### src/rtl/jtframe_sdram64_slots_pkg.sv
// Shared types for the four-slot SDRAM read arbiter.
//
// Contents:
//   state_t   arbiter FSM state encoding (IDLE, WAIT_ACK, DATA, DONE)
//   BEATS     beats per burst (16-bit beats, 64-bit line)
//   NSLOTS    slot count this version is built for
//   line_t    one assembled burst line, word n holds beat n
//   tag_w()   tag width for a given word-address width
//   rr_inc()  round-robin pointer advance with wrap 3 -> 0
package jtframe_sdram64_slots_pkg;

    localparam int DEF_AW = 22;
    localparam int NSLOTS = 4;
    localparam int BEATS  = 4;

    typedef enum logic [1:0] {
        IDLE     = 2'd0,
        WAIT_ACK = 2'd1,
        DATA     = 2'd2,
        DONE     = 2'd3
    } state_t;

    typedef logic [BEATS-1:0][15:0] line_t;

    // A line covers BEATS words, so the two low address bits select the word
    // and the rest form the tag.
    function automatic int tag_w(input int aw);
        return aw - 2;
    endfunction

    function automatic logic [1:0] rr_inc(input logic [1:0] ptr);
        return ptr + 2'd1;
    endfunction

endpackage

### src/rtl/jtframe_sdram64_slot_line.sv
// Per-slot line buffer: holds the last line fetched for one slot (tag, valid,
// four words) and produces that slot's registered ok/data outputs.
//
// Ports:
//   clk, rst_n  clock, synchronous active-low reset
//   cs          slot request level
//   eff         effective word address of the slot (address + offset)
//   wr          one-cycle strobe: the arbiter finished a burst for this slot
//   wr_tag      tag of the finished burst
//   wr_line     data of the finished burst
//   ok, dout    slot data valid / data word
//   hit         slot address is served from the stored line (cache build only,
//               tied low otherwise) so the arbiter must not request it
//
// Build option: JTFRAME_SLOT_CACHE_EN keeps the stored line as a one-line cache.
// Without it the stored line only serves the burst that just completed and
// the word held under ok; any address change drops ok.
module jtframe_sdram64_slot_line
    import jtframe_sdram64_slots_pkg::*;
#(
    parameter int AW = DEF_AW
)(
    input  logic          clk,
    input  logic          rst_n,
    input  logic          cs,
    input  logic [AW-1:0] eff,
    input  logic          wr,
    input  logic [AW-3:0] wr_tag,
    input  line_t         wr_line,
    output logic          ok,
    output logic [15:0]   dout,
    output logic          hit
);

    logic [AW-3:0] tag;
    logic          valid;
    line_t         line;
    logic [1:0]    word;
    logic          new_match;
    logic          tag_hit;
    logic          keep;
    logic          ok_nxt;
    logic [15:0]   dout_nxt;

    assign word      = eff[1:0];
    // The just-finished burst is compared directly, since the buffer only
    // takes it at the end of this cycle.
    assign new_match = wr && cs && (wr_tag == eff[AW-1:2]);
    assign tag_hit   = cs && valid && (tag == eff[AW-1:2]);

`ifdef JTFRAME_SLOT_CACHE_EN
    assign hit  = tag_hit;
    assign keep = tag_hit;
`else
    logic [1:0] ok_word;

    assign hit  = 1'b0;
    // ok is only held for the exact word it was raised for.
    assign keep = ok && tag_hit && (word == ok_word);

    always_ff @(posedge clk) begin
        if (!rst_n) begin
            ok_word <= 2'd0;
        end else if (new_match) begin
            ok_word <= word;
        end
    end
`endif

    always_comb begin
        ok_nxt   = 1'b0;
        dout_nxt = dout;
        if (new_match) begin
            ok_nxt   = 1'b1;
            dout_nxt = wr_line[word];
        end else if (keep) begin
            ok_nxt   = 1'b1;
            dout_nxt = line[word];
        end
    end

    always_ff @(posedge clk) begin
        if (!rst_n) begin
            tag   <= '0;
            valid <= 1'b0;
            line  <= '0;
            ok    <= 1'b0;
            dout  <= 16'd0;
        end else begin
            ok   <= ok_nxt;
            dout <= dout_nxt;
            if (wr) begin
                tag   <= wr_tag;
                valid <= 1'b1;
                line  <= wr_line;
            end
        end
    end

endmodule

### src/rtl/jtframe_sdram64_slots.sv
// Read-only arbiter sharing one 64-bit-burst SDRAM bank port among four
// 16-bit ROM clients. Round-robin grant, one 4-beat burst per grant, beats
// assembled into a line and the addressed word returned to the slot.
//
// Ports:
//   clk, rst_n        clock, synchronous active-low reset
//   slot_cs           per-slot request level, held until slot_ok
//   slot_addr         per-slot word address, slot n at [n*AW +: AW]
//   slot_ok           per-slot data valid for the current address
//   slot_dout         per-slot data word, slot n at [n*16 +: 16]
//   sdram_addr        line address to the bank port (bits [1:0] zero)
//   sdram_rd          read request, held until sdram_ack
//   sdram_ack         request accepted (pulse)
//   sdram_dst         first beat present (pulse)
//   sdram_dok         beat valid
//   sdram_rdy         burst finished (pulse after last beat)
//   sdram_dout        beat data
//   st_dbg            current arbiter state
//
// Handshake: sdram_rd rises with a stable sdram_addr and both hold until the
// cycle sdram_ack is sampled high; beats are taken on sdram_dok only while a
// burst is owned (DATA state); sdram_rdy closes the burst.
//
// Build option: JTFRAME_SLOT_CACHE_EN (see jtframe_sdram64_slot_line).
module jtframe_sdram64_slots
    import jtframe_sdram64_slots_pkg::*;
#(
    parameter int          AW           = DEF_AW,
    parameter int          SW           = NSLOTS,
    parameter logic [AW-1:0] SLOT0_OFFSET = '0,
    parameter logic [AW-1:0] SLOT1_OFFSET = '0,
    parameter logic [AW-1:0] SLOT2_OFFSET = '0,
    parameter logic [AW-1:0] SLOT3_OFFSET = '0
)(
    input  logic             clk,
    input  logic             rst_n,
    input  logic [SW-1:0]    slot_cs,
    input  logic [SW*AW-1:0] slot_addr,
    output logic [SW-1:0]    slot_ok,
    output logic [SW*16-1:0] slot_dout,
    output logic [AW-1:0]    sdram_addr,
    output logic             sdram_rd,
    input  logic             sdram_ack,
    input  logic             sdram_dst,
    input  logic             sdram_dok,
    input  logic             sdram_rdy,
    input  logic [15:0]      sdram_dout,
    output state_t           st_dbg
);

    localparam int TW = tag_w(AW);
    localparam logic [4*AW-1:0] OFFSETS =
        {SLOT3_OFFSET, SLOT2_OFFSET, SLOT1_OFFSET, SLOT0_OFFSET};

    state_t        state, state_nxt;
    logic [1:0]    rr;
    logic [1:0]    gnt;
    logic [1:0]    pick;
    logic          pick_vld;
    logic [TW-1:0] gnt_tag;
    line_t         line_buf;
    logic [2:0]    beat_cnt;
    logic [2:0]    beat_idx;
    logic          beat_wr;
    logic [AW-1:0] eff [SW];
    logic [SW-1:0] req;
    logic [SW-1:0] hit;
    logic [SW-1:0] wr;

    assign st_dbg = state;

    for (genvar n = 0; n < SW; n++) begin : g_slot
        // Offset add wraps modulo 2^AW by width truncation.
        assign eff[n] = slot_addr[n*AW +: AW] + OFFSETS[n*AW +: AW];
        assign wr[n]  = (state == DONE) && (gnt == 2'(n));
        assign req[n] = slot_cs[n] && !slot_ok[n] && !hit[n];

        jtframe_sdram64_slot_line #(
            .AW (AW)
        ) u_line (
            .clk     (clk),
            .rst_n   (rst_n),
            .cs      (slot_cs[n]),
            .eff     (eff[n]),
            .wr      (wr[n]),
            .wr_tag  (gnt_tag),
            .wr_line (line_buf),
            .ok      (slot_ok[n]),
            .dout    (slot_dout[n*16 +: 16]),
            .hit     (hit[n])
        );
    end

    // First pending slot at or after the rr pointer, wrapping 3 -> 0.
    always_comb begin
        pick     = 2'd0;
        pick_vld = 1'b0;
        for (int i = 0; i < 4; i++) begin
            if (!pick_vld && req[rr + 2'(i)]) begin
                pick     = rr + 2'(i);
                pick_vld = 1'b1;
            end
        end
    end

    always_comb begin
        state_nxt = state;
        case (state)
            IDLE:     if (pick_vld)  state_nxt = WAIT_ACK;
            WAIT_ACK: if (sdram_ack) state_nxt = DATA;
            DATA:     if (sdram_rdy) state_nxt = DONE;
            DONE:                    state_nxt = IDLE;
            default:                 state_nxt = IDLE;
        endcase
    end

    // sdram_dst restarts the beat sequence in the same cycle it arrives.
    // beat_cnt counts stored beats and stops at BEATS, so a fifth or later
    // beat (or a stream without sdram_dst) never overwrites the line.
    assign beat_idx = sdram_dst ? 3'd0 : beat_cnt;
    assign beat_wr  = (state == DATA) && sdram_dok && (beat_idx < 3'(BEATS));

    always_ff @(posedge clk) begin
        if (!rst_n) begin
            state      <= IDLE;
            rr         <= 2'd0;
            gnt        <= 2'd0;
            gnt_tag    <= '0;
            sdram_rd   <= 1'b0;
            sdram_addr <= '0;
            beat_cnt   <= 3'd0;
            line_buf   <= '0;
        end else begin
            state <= state_nxt;
            case (state)
                IDLE: begin
                    if (pick_vld) begin
                        gnt        <= pick;
                        gnt_tag    <= eff[pick][AW-1:2];
                        sdram_addr <= {eff[pick][AW-1:2], 2'b00};
                        sdram_rd   <= 1'b1;
                    end
                end
                WAIT_ACK: begin
                    if (sdram_ack) begin
                        sdram_rd <= 1'b0;
                        rr       <= rr_inc(gnt);
                        beat_cnt <= 3'd0;
                    end
                end
                DATA: begin
                    if (beat_wr) begin
                        line_buf[beat_idx[1:0]] <= sdram_dout;
                        beat_cnt                <= beat_idx + 3'd1;
                    end else if (sdram_dst) begin
                        beat_cnt <= 3'd0;
                    end
                end
                default: ;
            endcase
        end
    end

endmodule
### config.mk
export PLATFORM = sky130hd
export DESIGN_NAME = jtframe_sdram64_slots
export DESIGN_NICKNAME = d
export VERILOG_FILES = /design/src/rtl/jtframe_sdram64_slots_pkg.sv /design/src/rtl/jtframe_sdram64_slot_line.sv /design/src/rtl/jtframe_sdram64_slots.sv
export SDC_FILE = /design/constraint.sdc
export NUM_CORES = 1
export LEC_CHECK = 0
export CORE_MARGIN = 5
export CORE_UTILIZATION = 60
export CTS_CLUSTER_SIZE = 10
export DETAILED_ROUTE_END_ITERATION = 10
export DONT_BUFFER_PORTS = 1
export PLACE_DENSITY = 0.75
export SLEW_MARGIN = 20
export SYNTH_ARGS = -nofsm -noshare
export SYNTH_HDL_FRONTEND = slang
export SYNTH_SLANG_ARGS = --single-unit
### constraint.sdc
create_clock -name clk -period 7.54 [get_ports clk]
set_input_delay 1.885 -clock clk [delete_from_list [all_inputs] [get_ports clk]]
set_output_delay 1.885 -clock clk [all_outputs]
set_load 0.005 [all_outputs]
==> metrics.txt <==
TritonCTS clock tree yes; Critical path origin slot_addr[72]; Inserted Clock Buffers 57; fmax 0.2648 GHz; I/O Buffers 0; Slew headroom 0.3134; Initial Util 0.6077; WL met2 37.59 mm; Remaining DRCs 0; RSZ-0062 raised after global routing false; Core ar. around 0.04 mm^2; vias per cell slightly below 7; period utilisation layout 0.5009; Final WS setup 3.763 ns; ys async rst share 0; Max Cap Viol 0; reg2reg start st_dbg[1]$_SDFFE_PN0P_; Setup Fix Bufs, Post-CTS 0; routability congestion estimate between 0.9 and 1; clock root cell clkbuf_16; die width 213.4 um; share of the yosys chip area belonging to registers 0.4115; Area contributors post-synth dfxtp_1 41%, nand2_1 12%, mux4_2 12%; Die Area 0.04552 mm^2; post-CTS resize count 0; Cell Area, Synth 0.02481 mm^2; Multi-input gate area 0.01330 mm^2; DRT Wirelength 86.16 mm; Worst EP arrival 4.31 ns; average routed wire per standard cell 26.70 um; Slew Limit Fails 0; fill cell count between 3000 and 4000; # rows 74; status finished clean; antenna cells 0; CTS Hold Bufs 0; Final Util 0.6362; Worst-Skew Late Latency about 0.62 ns; Max H-tree Level 2; worst path required time ~8.1 ns; CP Max Fanout 19; Worst-path clk slew 0.06 ns; Worst Tran Pin Value 1.027 ns; register area 0.01021 mm^2; Post-synth EDFFs 0; most frequent cell after synthesis nand2_1; final hold viol count 0; first-pass GRT wire length 127.5 mm; Metal-1 WL 30.99 mm; Initial DRC Count 2983; Synth Area per Inst 8.509 um^2; Synth area leader dfxtp_1; clk sinks 510; maximum vdd drop 199.4 uV; total power 0.006290 W; Top Ports between 200 and 250; drt first pass iters 6; Critical Path Sink Type register; Fin Clk Skew 0.02625 ns; Yosys warnings 0; Die Y 213.4 um; GRT Residual Overflow 0; Syn Inst Count 2916; final setup violation count 0; Max clock buf depth 3; Finished Cell Area 0.02598 mm^2; HP Class reg -> reg; post-route minimum period 3.777 ns; Synth top area share 0.4115; Main synth FF type dfxtp_1; Leakage between 8 and 9 nW; post-synthesis cell type count 46; Final HPWL DP about 57 mm; Layout area overhead 4.690%; via count 21950; crit path kind in -> reg; synth cell count leaders 785 x nand2_1, 510 x dfxtp_1, 420 x a21oi_1; setup TNS 0 ns; Placed Area 0.02443 mm^2; antenna violations before repair 2; Antenna Nets Post-Route 0; share of cells above drive strength 1 0.08646; number of global-route vias before repair between 20000 and 25000; CP Launch Type input port; worst slack, placed around 3.2 ns; metal3 WL ~12 mm; largest net degree at the start of global routing ~150; PwrDens 242.1 mW/mm^2; top routing layer in use met5; global-route usage over all layers 0.3666; number of synthesized register bits between 500 and 600; fin nets 2814; hold_sp g_slot[3].u_line.line[57]$_SDFFE_PN0P_
-- where the power goes --
| part | internal [W] | switching (W) |
|---|---|---|
| Clock | 0.00141 | 0.00106 |
| Combinational | 0.000311 | 0.000539 |
| Sequential | 0.00276 | 0.000209 |
| Total | 0.00448 | 0.00181 |
-- routing by layer --
| layer | track usage | up-vias |
|---|---|---|
| met5 | 0 | - |
| met4 | 0.1941 | 4 |
| met3 | 0.1268 | 305 |
| met2 | 0.5521 | 1391 |
| met1 | 0.4688 | 10540 |
| li1 | - | 9706 |
-- path summary, 6_finish.rpt --
kind | end | slack [ns] | cells past startpoint
min | g_slot[3].u_line.line[57]$_SDFFE_PN0P_ | 0.45 | 2
max reg2reg | g_slot[3].u_line.dout[6]$_SDFFE_PN0P_ | 3.86 | 7
min reg2reg | g_slot[3].u_line.line[57]$_SDFFE_PN0P_ | 0.45 | 2
max | g_slot[3].u_line.dout[8]$_SDFFE_PN0P_ | 3.76 | 5
-- placed cells by master, fill, tap and decap left out, types with 59 or more instances in the layout --
cell type    n
o31ai_1     96
nand3_1    106
nand2_1    781
a21oi_1    419
dfxtp_1    510
a31oi_1     64
mux4_2     128
nand4_1     67
clkbuf_16   59
xor2_1     127
-- final cells by class --
class | instances | area share
multi-input cells | 2077 | 0.5119
clock buffers | 65 | 0.05770
inverters | 14 | 0.002312
repair buffers | 27 | 0.007948
well taps | 532 | 0.02562
flip-flops and latches | 510 | 0.3930
clock inverters | 2 | 0.001493
-- registers in the layout (all words and copies together) (netlist names), 4 cells and up --
name                   flops
g_slot.u_line.ok           4
g_slot.u_line.tag         80
sdram_addr                20
g_slot.u_line.ok_word      8
line_buf                  64
g_slot.u_line.valid        4
g_slot.u_line.dout        64
g_slot.u_line.line       256
-- metrics by stage --
stage / hold slack, ns / std cells
6_report: 0.4497 / 3227
5_1_grt: 0.4655 / 3227
4_1_cts: 0.4507 / 3227
3_5_place_dp: 0.4431 / 3160
3_3_place_gp: 0.4385 / 3160
2_1_floorplan: 0.4331 / 2917
-- cells by family after synthesis --
group           synth area share
flops                     0.4115
buf+inv                  0.05451
fa+ha+maj               0.006556
mux                       0.1332
simple gates              0.1849
other cells            0.0001511
compound gates            0.1493
xor+xnor                 0.06001
-- critical path, stage by stage --
cell	delay, ns
xor2_1	0.13
nor4_1	0.40
nand2_1	0.59
or4_1	1.04
a31oi_1	0.25
No activity file was read; power rests on OpenSTA's default activity.
